==> config.mk <==
export PLATFORM = sky130hd
export DESIGN_NAME = cpu_irq_ctrl
export DESIGN_NICKNAME = d
export VERILOG_FILES = /design/src/rtl/cpu_irq_pkg.sv /design/src/rtl/cpu_irq_timer.sv /design/src/rtl/cpu_irq_ctrl.sv
export SDC_FILE = /design/constraint.sdc
export NUM_CORES = 1
export LEC_CHECK = 0
export BUFFER_PORTS_ARGS = -buffer_cell sky130_fd_sc_hd__buf_4
export CAP_MARGIN = 10
export CORE_ASPECT_RATIO = 0.9
export CORE_MARGIN = 3
export CORE_UTILIZATION = 60
export DETAILED_ROUTE_END_ITERATION = 12
export PLACE_DENSITY = 0.81
export RECOVER_POWER = 50
export SYNTH_ARGS = -nofsm -noshare
export SYNTH_HDL_FRONTEND = slang
export SYNTH_SLANG_ARGS = --single-unit
==> constraint.sdc <==
create_clock -name clock -period 4.35 [get_ports clock]
set_input_delay 0.2175 -clock clock [delete_from_list [all_inputs] [get_ports clock]]
set_output_delay 0.2175 -clock clock [all_outputs]
set_load 0.01 [all_outputs]
==> src/rtl/cpu_irq_pkg.sv <==
// Shared definitions for the interrupt controller: CSR map, cause base,
// reset constants, FSM state type and timer CSR address helpers.
package cpu_irq_pkg;

    localparam logic [12:0] CSR_IPEND    = 13'h010;
    localparam logic [12:0] CSR_IMASK    = 13'h011;
    localparam logic [12:0] CSR_ICAUSE   = 13'h012;
    localparam logic [12:0] CSR_INTVEC   = 13'h013;
    localparam logic [12:0] CSR_TCOUNT0  = 13'h020;
    localparam logic [12:0] CSR_TRELOAD0 = 13'h021;

    localparam logic [7:0]  CAUSE_IRQ_BASE = 8'h80;
    localparam logic [31:0] INTVEC_RESET   = 32'hffff0008;

    typedef enum logic [1:0] {
        ST_IDLE,
        ST_REQ,
        ST_ACTIVE
    } irq_state_e;

    function automatic logic [12:0] tcount_addr(input int k);
        return CSR_TCOUNT0 + 13'(2 * k);
    endfunction

    function automatic logic [12:0] treload_addr(input int k);
        return CSR_TRELOAD0 + 13'(2 * k);
    endfunction

endpackage

==> src/rtl/cpu_irq_timer.sv <==
// One reloadable countdown timer. Ports: clock/reset, count_we/reload_we
// with wdata, count/reload readback, expire (high while count == 1).
module cpu_irq_timer #(
    parameter int TIMER_W = 32
) (
    input  logic               clock,
    input  logic               reset,
    input  logic               count_we,
    input  logic               reload_we,
    input  logic [TIMER_W-1:0] wdata,
    output logic [TIMER_W-1:0] count,
    output logic [TIMER_W-1:0] reload,
    output logic               expire
);

    logic [TIMER_W-1:0] count_q, count_d;
    logic [TIMER_W-1:0] reload_q, reload_d;

    // A count of zero is the stopped state; a software load wins over
    // the decrement but the expiry of the old value is still reported.
    always_comb begin
        count_d  = count_q;
        reload_d = reload_q;
        if (count_we) begin
            count_d = wdata;
        end else if (count_q == TIMER_W'(1)) begin
            count_d = reload_q;
        end else if (count_q != '0) begin
            count_d = count_q - TIMER_W'(1);
        end
        if (reload_we) begin
            reload_d = wdata;
        end
    end

    always_ff @(posedge clock) begin
        if (reset) begin
            count_q  <= '1;
            reload_q <= '0;
        end else begin
            count_q  <= count_d;
            reload_q <= reload_d;
        end
    end

    assign count  = count_q;
    assign reload = reload_q;
    assign expire = (count_q == TIMER_W'(1));

endmodule

==> src/rtl/cpu_irq_ctrl.sv <==
// Interrupt controller: NUM_TIMERS timers + NUM_EXT edge lines, pending/mask,
// fixed priority, req/ack handshake to P4, CSRs with registered readback.
// Ports: clock, reset, stall, csr_* (P3 access, rdata in P4), irq_in,
// global_ie, irq_req/irq_cause/irq_vector, irq_ack, irq_rti.
// Option: define CPU_IRQ_VECTORED_EN for per-source vector offsets.
module cpu_irq_ctrl
    import cpu_irq_pkg::*;
#(
    parameter int NUM_EXT    = 4,
    parameter int NUM_TIMERS = 2,
    parameter int TIMER_W    = 32
) (
    input  logic               clock,
    input  logic               reset,
    input  logic               stall,
    input  logic               csr_we,
    input  logic               csr_re,
    input  logic [12:0]        csr_addr,
    input  logic [31:0]        csr_wdata,
    output logic [31:0]        csr_rdata,
    input  logic [NUM_EXT-1:0] irq_in,
    input  logic               global_ie,
    output logic               irq_req,
    output logic [7:0]         irq_cause,
    output logic [31:0]        irq_vector,
    input  logic               irq_ack,
    input  logic               irq_rti
);

    localparam int NUM_SRC = NUM_TIMERS + NUM_EXT;
    localparam int SEL_W   = 5;

    logic [NUM_SRC-1:0] pend_q, pend_d;
    logic [NUM_SRC-1:0] imask_q, imask_d;
    logic [7:0]         icause_q, icause_d;
    logic [31:0]        intvec_q, intvec_d;
    logic [NUM_EXT-1:0] irq_in_q;
    irq_state_e         state_q, state_d;
    logic [SEL_W-1:0]   sel_q, sel_d;
    logic [31:0]        rdata_q, rdata_d;

    logic               wr_en;
    logic [NUM_SRC-1:0] hw_set;
    logic [NUM_SRC-1:0] active;
    logic [NUM_SRC-1:0] sel_oh;
    logic               sel_active;
    logic [SEL_W-1:0]   prio_idx;
    logic               accept;
    logic [7:0]         cause_w;
    logic [31:0]        rd_val;

    logic [TIMER_W-1:0]    t_count  [NUM_TIMERS];
    logic [TIMER_W-1:0]    t_reload [NUM_TIMERS];
    logic [NUM_TIMERS-1:0] t_expire;
    logic [NUM_TIMERS-1:0] t_cwe;
    logic [NUM_TIMERS-1:0] t_rwe;

    assign wr_en = csr_we & ~stall;

    for (genvar k = 0; k < NUM_TIMERS; k++) begin : g_timer
        assign t_cwe[k] = wr_en && (csr_addr == tcount_addr(k));
        assign t_rwe[k] = wr_en && (csr_addr == treload_addr(k));
        cpu_irq_timer #(
            .TIMER_W (TIMER_W)
        ) u_timer (
            .clock     (clock),
            .reset     (reset),
            .count_we  (t_cwe[k]),
            .reload_we (t_rwe[k]),
            .wdata     (csr_wdata[TIMER_W-1:0]),
            .count     (t_count[k]),
            .reload    (t_reload[k]),
            .expire    (t_expire[k])
        );
    end

    assign hw_set = {irq_in & ~irq_in_q, t_expire};
    assign active = pend_q & imask_q & {NUM_SRC{global_ie}};

    // Descending scan so the lowest active index is the one left over.
    always_comb begin
        prio_idx = '0;
        for (int i = NUM_SRC - 1; i >= 0; i--) begin
            if (active[i]) begin
                prio_idx = SEL_W'(i);
            end
        end
    end

    assign sel_oh     = NUM_SRC'(1) << sel_q;
    assign sel_active = |(active & sel_oh);
    assign cause_w    = CAUSE_IRQ_BASE | {3'b000, sel_q};

    // The latched source is not re-arbitrated in REQ; it is only dropped
    // if it stops being active (cleared, masked or globally disabled).
    always_comb begin
        state_d = state_q;
        sel_d   = sel_q;
        accept  = 1'b0;
        unique case (state_q)
            ST_IDLE: begin
                if ((|active) && !stall) begin
                    state_d = ST_REQ;
                    sel_d   = prio_idx;
                end
            end
            ST_REQ: begin
                if (!sel_active) begin
                    state_d = ST_IDLE;
                end else if (irq_ack && !stall) begin
                    state_d = ST_ACTIVE;
                    accept  = 1'b1;
                end
            end
            ST_ACTIVE: begin
                if (irq_rti) begin
                    state_d = ST_IDLE;
                end
            end
            default: state_d = ST_IDLE;
        endcase
    end

    // Hardware sets beat a W1C; the ack clear beats everything.
    always_comb begin
        pend_d   = pend_q;
        imask_d  = imask_q;
        icause_d = icause_q;
        intvec_d = intvec_q;
        if (wr_en && csr_addr == CSR_IPEND) begin
            pend_d = pend_d & ~csr_wdata[NUM_SRC-1:0];
        end
        pend_d = pend_d | hw_set;
        if (accept) begin
            pend_d   = pend_d & ~sel_oh;
            icause_d = cause_w;
        end
        if (wr_en && csr_addr == CSR_IMASK) begin
            imask_d = csr_wdata[NUM_SRC-1:0];
        end
        if (wr_en && csr_addr == CSR_INTVEC) begin
`ifdef CPU_IRQ_VECTORED_EN
            intvec_d = {csr_wdata[31:4], 4'h0};
`else
            intvec_d = csr_wdata;
`endif
        end
    end

    // Readback uses pre-write values, so a same-cycle write returns old data.
    always_comb begin
        rd_val = '0;
        case (csr_addr)
            CSR_IPEND:  rd_val = 32'(pend_q);
            CSR_IMASK:  rd_val = 32'(imask_q);
            CSR_ICAUSE: rd_val = 32'(icause_q);
            CSR_INTVEC: rd_val = intvec_q;
            default:    rd_val = '0;
        endcase
        for (int k = 0; k < NUM_TIMERS; k++) begin
            if (csr_addr == tcount_addr(k)) begin
                rd_val = 32'(t_count[k]);
            end
            if (csr_addr == treload_addr(k)) begin
                rd_val = 32'(t_reload[k]);
            end
        end
        rdata_d = rdata_q;
        if (!stall) begin
            rdata_d = csr_re ? rd_val : '0;
        end
    end

    always_ff @(posedge clock) begin
        if (reset) begin
            pend_q   <= '0;
            imask_q  <= '0;
            icause_q <= '0;
            intvec_q <= INTVEC_RESET;
            irq_in_q <= '0;
            state_q  <= ST_IDLE;
            sel_q    <= '0;
            rdata_q  <= '0;
        end else begin
            pend_q   <= pend_d;
            imask_q  <= imask_d;
            icause_q <= icause_d;
            intvec_q <= intvec_d;
            irq_in_q <= irq_in;
            state_q  <= state_d;
            sel_q    <= sel_d;
            rdata_q  <= rdata_d;
        end
    end

    assign irq_req   = (state_q == ST_REQ) && sel_active;
    assign irq_cause = (state_q == ST_REQ) ? cause_w : 8'h00;
    assign csr_rdata = rdata_q;

`ifdef CPU_IRQ_VECTORED_EN
    assign irq_vector = intvec_q + ({27'b0, sel_q} << 4);
`else
    assign irq_vector = intvec_q;
`endif

endmodule

==> metrics.md <==
| Metric | Value |
|---|---|
| Outcome | `finished with violations` |
| Violations in the final reports | `capacitance limit, slew limit` |
| Antenna cell count | `0` |
| Synth top area cells | `dfxtp_1 (38%), nand2_1 (10%), a21oi_1 (7.9%)` |
| CP Max Fanout | `78` |
| DRT Wirelength | `39.1 mm` |
| Pwr Density | `335 mW/mm^2` |
| Max Root-Sink Buffers | `3` |
| Initial antenna violation count | `0` |
| Yosys top cell by area | `dfxtp_1` |
| Core ar. | `0.0186 sq mm` |
| Die footprint | `0.0209 sq mm` |
| Fmax | `0.289 GHz` |
| Final setup vio count | `0` |
| Max VDD drop | `0.284 mV` |
| Grt met1 use | `49.6%` |
| Synth top area share | `37.7%` |
| WP data required | `4.59 ns` |
| CP Data Arrival Time | `3.70 ns` |
| Hold Worst Slack | `0.00838 ns` |
| DR iter-0 viols | `1,742` |
| Setup bufs post-CTS | `0` |
| Hold violation total from the final report | `0` |
| I/O pins | `130` |
| Num CTS Buffers | `22` |
| First-pass DRT Iterations | `6` |
| Total power | `4.50 mW` |
| HP Start | `csr_wdata[5]` |
| Yosys cell types | `74` |
| Leak | `4.52 nW` |
| Max transition margin | `-135%` |
| Period minus WS final | `3.46 ns` |
| Clk_skew | `0.0104 ns` |
| Clk slew on worst S/H paths | `0.07 ns` |
| P&R area growth vs syn | `16.5%` |
| RSZ-0062 raised after global routing | `no` |
| First-pass GRT wire length | `61.5 mm` |
| DRT antenna net count | `0` |
| Share of layout cells above drive strength 1 | `9.74%` |
| Root buf cell | `clkbuf_16` |
| Clock sink total | `217` |
| Worst-Skew Late Latency | `0.52 ns` |
| Post-Syn Instances | `1,526` |
| Global routing's busiest layer | `met2` |
| Largest net degree at the start of global routing | `79` |
| Total gr overflow | `0` |
| PostCTS Resize Cnt | `0` |
| Port bufs | `125` |
| Total of max-cap violations | `3` |
| Most numerous cell in the Yosys netlist | `nand2_1` |
| Part of the cycle the worst path needs | `79.5%` |
| Inst Count DP | `1,806` |
| Chip width | `152 um` |
| Post-synth EDFFs | `0` |
| # fillers | `1,550` |
| Post-DP HPWL | `26.2 mm` |
| GR met2 Demand/Resource | `55.9%` |
| CTS tree | `done` |
| Worst setup path startpoint | `reset` |
| DRC violations left | `0` |
| Final Instance Count excl. Fillers | `1,877` |
| WL per Instance | `20.9 um` |
| Tightest Pin Transition | `3.52 ns` |
| Synth top cells by count | `nand2_1 (309), dfxtp_1 (217), a21oi_1 (181)` |
| Initial core utilization | `61.8%` |
| Max Slew Vio Count | `112` |
| Synthesized area | `0.0115 sq mm` |
| Ys Warns | `0` |
| Vias | `12,396` |
| Fin nets | `1,678` |
| Setup CP Type | `in -> reg` |
| # H-tree levels | `1` |
| Vias in the first global route | `11,455` |
| Ys async rst share | `0%` |
| Seq/Total Area, Yosys | `37.7%` |
| Crit path capture type | `register` |
| Via density | `6.60` |
| Top_reg_cell synth | `dfxtp_1` |
| Placer congestion estimate | `1.02` |
| Synthesis-stage register bit count | `217` |
| Syn Area/Cell | `7.55 sq um` |
| Row count | `47` |
| RR Startpoint | `g_timer[1].u_timer.count[16]` |
| Met3 Use GR | `6.50%` |
| Crit path launch type | `input port` |
| GRT Overall Usage | `35.9%` |
| Setup total negative slack | `0 ns` |
| Hold crit path type | `in -> reg` |
| Die Y | `137 um` |
cells by family (layout without fill, tap and decap cells):
kind of cell / count (synthesis) / after routing / synth area share [%]
flip-flops: 217 / 217 / 37.7
AND/OR/NAND/NOR: 653 / 653 / 27.8
buffers and inverters: 133 / 236 / 4.79
XOR/XNOR: 46 / 46 / 3.50
adder cells (fa/ha/maj): 4 / 4 / 0.435
other: 1 / 4 / 0.0326
multiplexers: 32 / 32 / 2.79
AO/OA/AOI/OAI: 440 / 440 / 23.0
area by class of cell:
type	count	area, sq um	area share (%)
Multi-Input combinational cell	1179	6660	49.6
Sequential cell	217	4340	32.4
Clock inverter	9	199	1.48
Inverter	10	37.5	0.280
Clock buffer	30	662	4.93
Timing Repair Buffer	187	1210	9.02
Tap cell	245	307	2.28
through the flow:
| step | cell area [sq um] | worst slack [ns] | utilization [%] |
|---|---|---|---|
| global route | 13400 | 0.640 | 72.0 |
| finish | 13400 | 0.892 | 72.0 |
| floorplan | 11500 | 2.03 | - |
| detailed placement | 12500 | 1.21 | 67.2 |
| global placement | 12500 | 1.31 | 67.1 |
| CTS | 13700 | 1.22 | 73.5 |
state kept, by name (all words and copies together) (netlist names):
signal                  cells
csr_rdata                  32
irq_in_q                    4
g_timer.u_timer.count      64
g_timer.u_timer.reload     64
state_q                     2
irq_vector                 32
pend_q                      6
imask_q                     6
icause_q                    4
sel_q                       3
metal layers:
layer,up-vias,wire length (um)
li1,5659,-
met1,5734,15900
met2,835,16700
met3,168,4720
met4,0,1860
met5,-,0
report_power, final:
group / internal, mW / switching, mW / total [mW]
clock: 1.42 / 0.811 / 2.23
combinational: 0.100 / 0.153 / 0.253
sequential: 2.00 / 0.0184 / 2.02
critical path, cell delays in order:
cell and delay, ns:
clkbuf_4 0.72, clkbuf_1 2.55, nor3_1 0.17
repair_timing:
| action | CTS | global route |
|---|---|---|
| hold buffers | 32 | 0 |
| endpoints found under the setup margin | 0 | 0 |
| hold endpoints to repair | 104 | 0 |
placed cells by master (no fill, tap or decap), types with 8 or more instances in the layout:
cell,synthesis,routed
nand3_1,69,69
xnor2_1,21,21
nor4_1,20,19
buf_4,6,81
nor2_1,73,70
o21ai_1,23,23
nor4_2,8,8
mux2i_1,31,31
nand4_1,11,11
nor3_1,33,33
a211oi_1,33,33
clkbuf_16,0,23
o221ai_1,8,8
or3_1,16,16
o21ai_0,91,91
dlygate4sd3_1,0,32
or4_1,13,13
nor2b_1,14,14
and3_1,32,32
dfxtp_1,217,217
nand2_1,309,309
clkbuf_1,91,74
o31ai_1,8,8
o211ai_1,14,14
a21oi_1,181,181
xor2_1,25,25
a221oi_1,29,29
inv_1,10,10
worst paths after layout:
kind	end	slack, ns	depth (start not counted)
setup / recovery	sel_q[2]	0.89	3
hold / removal	g_timer[0].u_timer.count[5]	0.008	3
setup reg to reg	g_timer[1].u_timer.count[3]	1.07	7
hold reg to reg	g_timer[1].u_timer.reload[23]	0.47	2
No activity file was read; power rests on OpenSTA's default activity.
